File: src/rtl/qed_i_cache.sv
// QED instruction cache: issues and records fetched instructions (ORIG), then replays them (DUP).
// Optional build macro QIC_OVERFLOW_FLAG_EN adds the sticky qic_overflow output.
module qed_i_cache #(
    parameter int DEPTH  = 16,
    parameter int INSN_W = 32,
    parameter int CNT_W  = 8
) (
    input  logic              clk,
    input  logic              rst_n,
    input  logic              exec_dup,
    input  logic [INSN_W-1:0] ifu_qic_instruction,
    input  logic              ifu_qic_vld,
    input  logic              stall_IF,
    output logic [INSN_W-1:0] qic_qimux_instruction,
    output logic              qic_vld,
    output logic              qic_full,
    output logic              qed_ready
`ifdef QIC_OVERFLOW_FLAG_EN
    ,
    output logic              qic_overflow
`endif
);

    // state | meaning
    // ORIG  | issue fetched instructions and record them in the FIFO
    // DUP   | replay recorded instructions in order; absorbing until reset
    typedef enum logic {ORIG = 1'b0, DUP = 1'b1} state_t;

    localparam int                ADDR_W   = $clog2(DEPTH);
    localparam logic [INSN_W-1:0] NOP      = INSN_W'(32'h0000_0013);
    localparam logic [CNT_W-1:0]  CNT_MAX  = '1;
    localparam logic [ADDR_W:0]   OCC_FULL = (ADDR_W+1)'(DEPTH);

    state_t              r_state;
    logic [INSN_W-1:0]   r_mem [DEPTH];
    logic [ADDR_W-1:0]   r_wptr;
    logic [ADDR_W-1:0]   r_rptr;
    logic [ADDR_W:0]     r_occ;
    logic [CNT_W-1:0]    r_orig_cnt;
    logic [CNT_W-1:0]    r_dup_cnt;
    logic [INSN_W-1:0]   r_insn;
    logic                r_vld;
    logic                r_ready;

    logic w_dup_now;
    logic w_push;
    logic w_pop;

    // exec_dup takes effect in the same cycle it is seen unstalled
    assign w_dup_now = (r_state == DUP) || exec_dup;
    assign qic_full  = (r_occ == OCC_FULL);
    assign w_push    = !stall_IF && !w_dup_now && ifu_qic_vld && !qic_full;
    assign w_pop     = !stall_IF && w_dup_now && (r_occ != '0);

    always_ff @(posedge clk) begin
        if (w_push) begin
            r_mem[r_wptr] <= ifu_qic_instruction;
        end
    end

    always_ff @(posedge clk or negedge rst_n) begin
        if (!rst_n) begin
            r_state    <= ORIG;
            r_wptr     <= '0;
            r_rptr     <= '0;
            r_occ      <= '0;
            r_orig_cnt <= '0;
            r_dup_cnt  <= '0;
            r_insn     <= NOP;
            r_vld      <= 1'b0;
            r_ready    <= 1'b0;
        end else if (!stall_IF) begin
            r_insn <= NOP;
            r_vld  <= 1'b0;
            if (w_dup_now) begin
                r_state <= DUP;
            end
            if (w_push) begin
                r_wptr <= r_wptr + ADDR_W'(1);
                r_occ  <= r_occ + (ADDR_W+1)'(1);
                r_insn <= ifu_qic_instruction;
                r_vld  <= 1'b1;
                if (r_orig_cnt != CNT_MAX) begin
                    r_orig_cnt <= r_orig_cnt + CNT_W'(1);
                end
            end
            if (w_pop) begin
                r_rptr <= r_rptr + ADDR_W'(1);
                r_occ  <= r_occ - (ADDR_W+1)'(1);
                r_insn <= r_mem[r_rptr];
                r_vld  <= 1'b1;
                if (r_dup_cnt != CNT_MAX) begin
                    r_dup_cnt <= r_dup_cnt + CNT_W'(1);
                end
            end
            if ((r_state == DUP) && (r_occ == '0) && (r_dup_cnt == r_orig_cnt)
                && (r_orig_cnt != '0)) begin
                r_ready <= 1'b1;
            end
        end
    end

    assign qic_qimux_instruction = r_insn;
    assign qic_vld               = r_vld;
    assign qed_ready             = r_ready;

`ifdef QIC_OVERFLOW_FLAG_EN
    logic r_overflow;

    always_ff @(posedge clk or negedge rst_n) begin
        if (!rst_n) begin
            r_overflow <= 1'b0;
        end else if (!stall_IF) begin
            if ((!w_dup_now && ifu_qic_vld && qic_full) || (r_orig_cnt == CNT_MAX)) begin
                r_overflow <= 1'b1;
            end
        end
    end

    assign qic_overflow = r_overflow;
`endif

endmodule

File: config.mk
export PLATFORM = sky130hd
export DESIGN_NAME = qed_i_cache
export DESIGN_NICKNAME = d
export VERILOG_FILES = /design/src/rtl/qed_i_cache.sv
export SDC_FILE = /design/constraint.sdc
export NUM_CORES = 1
export LEC_CHECK = 0
export CAP_MARGIN = 30
export CORE_UTILIZATION = 59
export CTS_CLUSTER_SIZE = 14
export DETAILED_ROUTE_END_ITERATION = 6
export GPL_ROUTABILITY_DRIVEN = 0
export PLACE_DENSITY = 0.77
export SLEW_MARGIN = 20
export SYNTH_ARGS = -nofsm -noshare
export SYNTH_HDL_FRONTEND = slang
export SYNTH_SLANG_ARGS = --single-unit
File: constraint.sdc
create_clock -name clk -period 5.8 [get_ports clk]
set_input_delay 0.58 -clock clk [delete_from_list [all_inputs] [get_ports clk]]
set_output_delay 0.58 -clock clk [all_outputs]
set_load 0.05 [all_outputs]
==> impl_table.tex <==
\begin{tabular}{lr}
\hline
Metric & Value \\
\hline
\multicolumn{2}{l}{\textbf{Status}} \\
Status & finished, violations left \\
Failing checks & design-rule violations \\
\multicolumn{2}{l}{\textbf{Routing}} \\
Average wire per standard cell & between 20 and 30 um \\
Total via count in the routed design & 11600 \\
DRT antenna net count & 0 \\
Detailed Routing Iterations Pass 1 & 7 \\
Overall routed net length & 48.7 mm \\
Per-cell via count in the routed design & 6.42 \\
Remaining DRCs & 1 \\
Number of DRC markers in iteration 0 & roughly 1200 \\
\multicolumn{2}{l}{\textbf{Global routing}} \\
Global-route congestion overflow total & 0 \\
First-pass GRT wire length & 73.7 mm \\
Total routing resource utilization after global routing & 0.261 \\
Number of antenna violations at the first check in global routing & 0 \\
Via count of the first global-routing pass & 11800 \\
Maximum number of pins on one net before global-route repair & 65 \\
\multicolumn{2}{l}{\textbf{Timing}} \\
Final number of hold-violating endpoints & 0 \\
Tcrit/Tclk final & 0.611 \\
Pins Over Slew Limit & 0 \\
Upper clock frequency limit & 282 MHz \\
Setup slack after layout & 2.26 ns \\
Slew at the pin closest to its max-slew limit & 0.955 ns \\
Final period demand of the worst path & 3.54 ns \\
Worst slew margin relative to its limit & 0.364 \\
Final Hold Slack & between 0.4 and 0.5 ns \\
Number of failing setup endpoints in the final timing report & 0 \\
Worst clock skew & roughly 0.016 ns \\
Setup repair after global routing missed its margin & no \\
Final TNS setup & 0 ns \\
\multicolumn{2}{l}{\textbf{Min path}} \\
Min-Delay Path Class & reg2reg \\
\multicolumn{2}{l}{\textbf{Yosys}} \\
Top cells by area in the synthesized netlist & sky130\_fd\_sc\_hd\_\_edfxtp\_1, sky130\_fd\_sc\_hd\_\_mux4\_2, sky130\_fd\_sc\_hd\_\_dfrtp\_1, sky130\_fd\_sc\_hd\_\_mux2\_2, sky130\_fd\_sc\_hd\_\_o22ai\_1 \\
Seq/Total Area, Yosys & 0.752 \\
Share of flip-flops with an asynchronous set or reset after synthesis & 0.111 \\
Main flop type after synthesis & sky130\_fd\_sc\_hd\_\_edfxtp\_1 \\
Count of flip-flops with a built-in enable after synthesis & 512 \\
Synth Area per Inst & 19.5 um2 \\
Yosys cell types & 55 \\
YS warnings & 0 \\
Syn Nets & 1207 \\
Yosys top cell by area & sky130\_fd\_sc\_hd\_\_edfxtp\_1 \\
Count of state elements after synthesis & roughly 580 \\
Area share of the leading cell type in the synthesized netlist & 0.681 \\
Post-synthesis cell area & 22600 um2 \\
Synthesized instance count & $\sim$1200 \\
\multicolumn{2}{l}{\textbf{Clocking}} \\
TritonCTS clock tree & yes \\
Number of clock sinks seen by CTS & around 580 \\
Skew-Pair Late Insertion Delay & 0.60 ns \\
Clock tree root driver cell & sky130\_fd\_sc\_hd\_\_clkbuf\_16 \\
Clock-pin slew on the worst setup and hold paths & 0.06 ns \\
\# H-tree levels & 2 \\
Number of buffers created by CTS & 56 \\
Post-CTS repair timing setup buffer count & 0 \\
Buffers from clock root to sink, at most & 3 \\
\multicolumn{2}{l}{\textbf{Placed design}} \\
Placement-stage cell area & about 24000 um2 \\
Pre-CTS setup slack & 1.66 ns \\
\# port buffers & 71 \\
Detailed placement HPWL & 27.1 mm \\
\multicolumn{2}{l}{\textbf{Final layout}} \\
Ant. Diodes & 0 \\
Synthesis-to-layout area growth & 14.9\% \\
Final Core Density & 0.689 \\
Number of nets at the end of the flow & roughly 1300 \\
Fraction of layout instances using a drive strength above 1 & 0.229 \\
Final std cell area, no fill & 25900 um2 \\
\multicolumn{2}{l}{\textbf{Worst setup path}} \\
Element type at the critical path end & register \\
Maximum fanout count along the critical path & 19 \\
Critical Path Max Stage Delay & about 0.72 ns \\
Critical Path Start Type & input port \\
Critical Path, Cell by Cell & clkdlybuf4s50\_1, nor4b\_2, a21boi\_4, nand2\_1, nor2\_4, buf\_4 \\
Setup CP Type & in2reg \\
Worst path slowest cell & sky130\_fd\_sc\_hd\_\_a21boi\_4 \\
Required time of the worst setup path & 6.05 ns \\
Arrival time at the worst endpoint & between 3 and 4 ns \\
\multicolumn{2}{l}{\textbf{Power}} \\
IR drop worst, VDD & 0.344 mV \\
Static leakage & 8.44 nW \\
Pwr per Cell Area & approximately 450 nW/um2 \\
\multicolumn{2}{l}{\textbf{Floorplanning}} \\
Die H & around 200 um \\
Top-level port count & between 70 and 80 \\
Die outline area & between 30000 and 40000 um2 \\
Floorplan core area & 37700 um2 \\
Number of standard-cell rows in the floorplan & $\sim$70 \\
Overall die width & 198 um \\
Initial core utilization & 0.600 \\
\multicolumn{2}{l}{\textbf{Run}} \\
MaxCap Viol Count & 0 \\
\hline
\end{tabular}
==> cell usage after synthesis, types with 16 or more instances <==
cell type,n
sky130_fd_sc_hd__edfxtp_1,512
sky130_fd_sc_hd__mux4_2,92
sky130_fd_sc_hd__dfrtp_1,61
sky130_fd_sc_hd__mux2_2,55
sky130_fd_sc_hd__buf_2,36
sky130_fd_sc_hd__o22ai_1,35
sky130_fd_sc_hd__clkbuf_1,27
sky130_fd_sc_hd__nand2_1,26
sky130_fd_sc_hd__nor2_1,21
sky130_fd_sc_hd__o221ai_1,20
sky130_fd_sc_hd__xnor2_1,20
sky130_fd_sc_hd__a222oi_1,18
sky130_fd_sc_hd__nand2b_1,18
sky130_fd_sc_hd__o31ai_1,18
sky130_fd_sc_hd__and2_1,17
sky130_fd_sc_hd__o21a_1,17
sky130_fd_sc_hd__nand3_1,16
==> power by group <==
part	internal [mW]	switching, mW
combinational	1.42	1.66
sequential	4.70	0.384
clock	2.06	1.50
total	8.18	3.54
==> layout make-up <==
cell class	count	area, um2
clock buffer	70	1510
sequential	576	17000
inverter	12	45.0
multi-input combinational	501	5330
tap	511	639
fill	2315	11700
clock inverter	31	298
timing repair buffer	105	1140
==> flip-flops by register name, indices dropped and copies added, names as in the netlist <==
| register | count |
|---|---|
| r_rptr | 4 |
| qed_ready | 1 |
| r_occ | 5 |
| r_dup_cnt | 8 |
| r_wptr | 4 |
| r_mem | 512 |
| r_state | 1 |
| r_orig_cnt | 8 |
| qic_vld | 1 |
| qic_qimux_instruction | 32 |
==> through the flow <==
step	total power, mW	cells
final	11.7	1806
after global routing	12.2	1806
after CTS	11.8	1804
after global placement	8.15	1695
after detailed placement	8.21	1703
after floorplan	7.35	1161
==> path summary, 6_finish.rpt <==
kind / startpoint / to / slack [ns] / cells past startpoint
setup / recovery: exec_dup / r_mem[4][20]$_DFFE_PP_ / 2.26 / 6
max in group asynchronous: rst_n / qic_qimux_instruction[4]$_DFFE_PN1N_ / 4.65 / 3
setup reg to reg: r_state$_DFFE_PN0P_ / r_mem[4][20]$_DFFE_PP_ / 2.31 / 5
min in group asynchronous: rst_n / r_dup_cnt[7]$_DFFE_PN0P_ / 0.50 / 2
hold / removal: qed_ready$_DFFE_PN0P_ / qed_ready$_DFFE_PN0P_ / 0.48 / 2
hold reg to reg: qed_ready$_DFFE_PN0P_ / qed_ready$_DFFE_PN0P_ / 0.48 / 2
==> what timing repair did <==
item	in CTS	in global routing
gates resized for setup	0	0
hold endpoints to repair	0	15
hold buffers	0	1
==> logic make-up (layout without fill, tap and decap cells) <==
kind of cell | Yosys count | count (layout) | synth area share
flops | 576 | 576 | 0.752
simple gates | 141 | 141 | 0.0337
xor+xnor | 31 | 31 | 0.0120
buf+inv | 84 | 218 | 0.0182
compound gates | 162 | 162 | 0.0551
mux | 158 | 158 | 0.124
fa+ha+maj | 9 | 9 | 0.00499
==> worst max-delay path: cells and delay by family <==
kind / cells / cell delay (ns)
AOI/OAI and AO/OA: 1 / 0.72
buffers and inverters: 2 / 0.89
and+or+nand+nor: 3 / 1.57
==> metal layers <==
layer | wire length [um] | track usage | vias to the layer above
met4 | 1320 | 0.0953 | 0
met2 | 24200 | 0.420 | 519
li1 | - | - | 4945
met3 | 3420 | 0.0447 | 89
met1 | 19800 | 0.363 | 6042
met5 | 0 | 0 | -
==> placed cells by master, fill, tap and decap left out, types with 11 or more instances in the layout <==
cell / Yosys / layout
sky130_fd_sc_hd__edfxtp_1: 512 / 512
sky130_fd_sc_hd__nor2_4: 0 / 12
sky130_fd_sc_hd__o21a_1: 17 / 17
sky130_fd_sc_hd__o22ai_1: 35 / 35
sky130_fd_sc_hd__and2_1: 17 / 17
sky130_fd_sc_hd__nand3_1: 16 / 16
sky130_fd_sc_hd__clkdlybuf4s50_1: 0 / 69
sky130_fd_sc_hd__nand2b_1: 18 / 18
sky130_fd_sc_hd__a222oi_1: 18 / 18
sky130_fd_sc_hd__mux4_2: 92 / 92
sky130_fd_sc_hd__mux2_2: 55 / 55
sky130_fd_sc_hd__xor2_1: 11 / 11
sky130_fd_sc_hd__xnor2_1: 20 / 20
sky130_fd_sc_hd__a22oi_1: 12 / 12
sky130_fd_sc_hd__o221ai_1: 20 / 20
sky130_fd_sc_hd__nand2_1: 26 / 26
sky130_fd_sc_hd__dfrtp_1: 61 / 58
sky130_fd_sc_hd__inv_1: 12 / 12
sky130_fd_sc_hd__clkbuf_16: 0 / 57
sky130_fd_sc_hd__o31ai_1: 18 / 18
sky130_fd_sc_hd__mux2i_1: 11 / 11
sky130_fd_sc_hd__buf_4: 3 / 24
sky130_fd_sc_hd__clkinv_2: 0 / 13
Note: power is estimated with default switching activity, not from simulation.
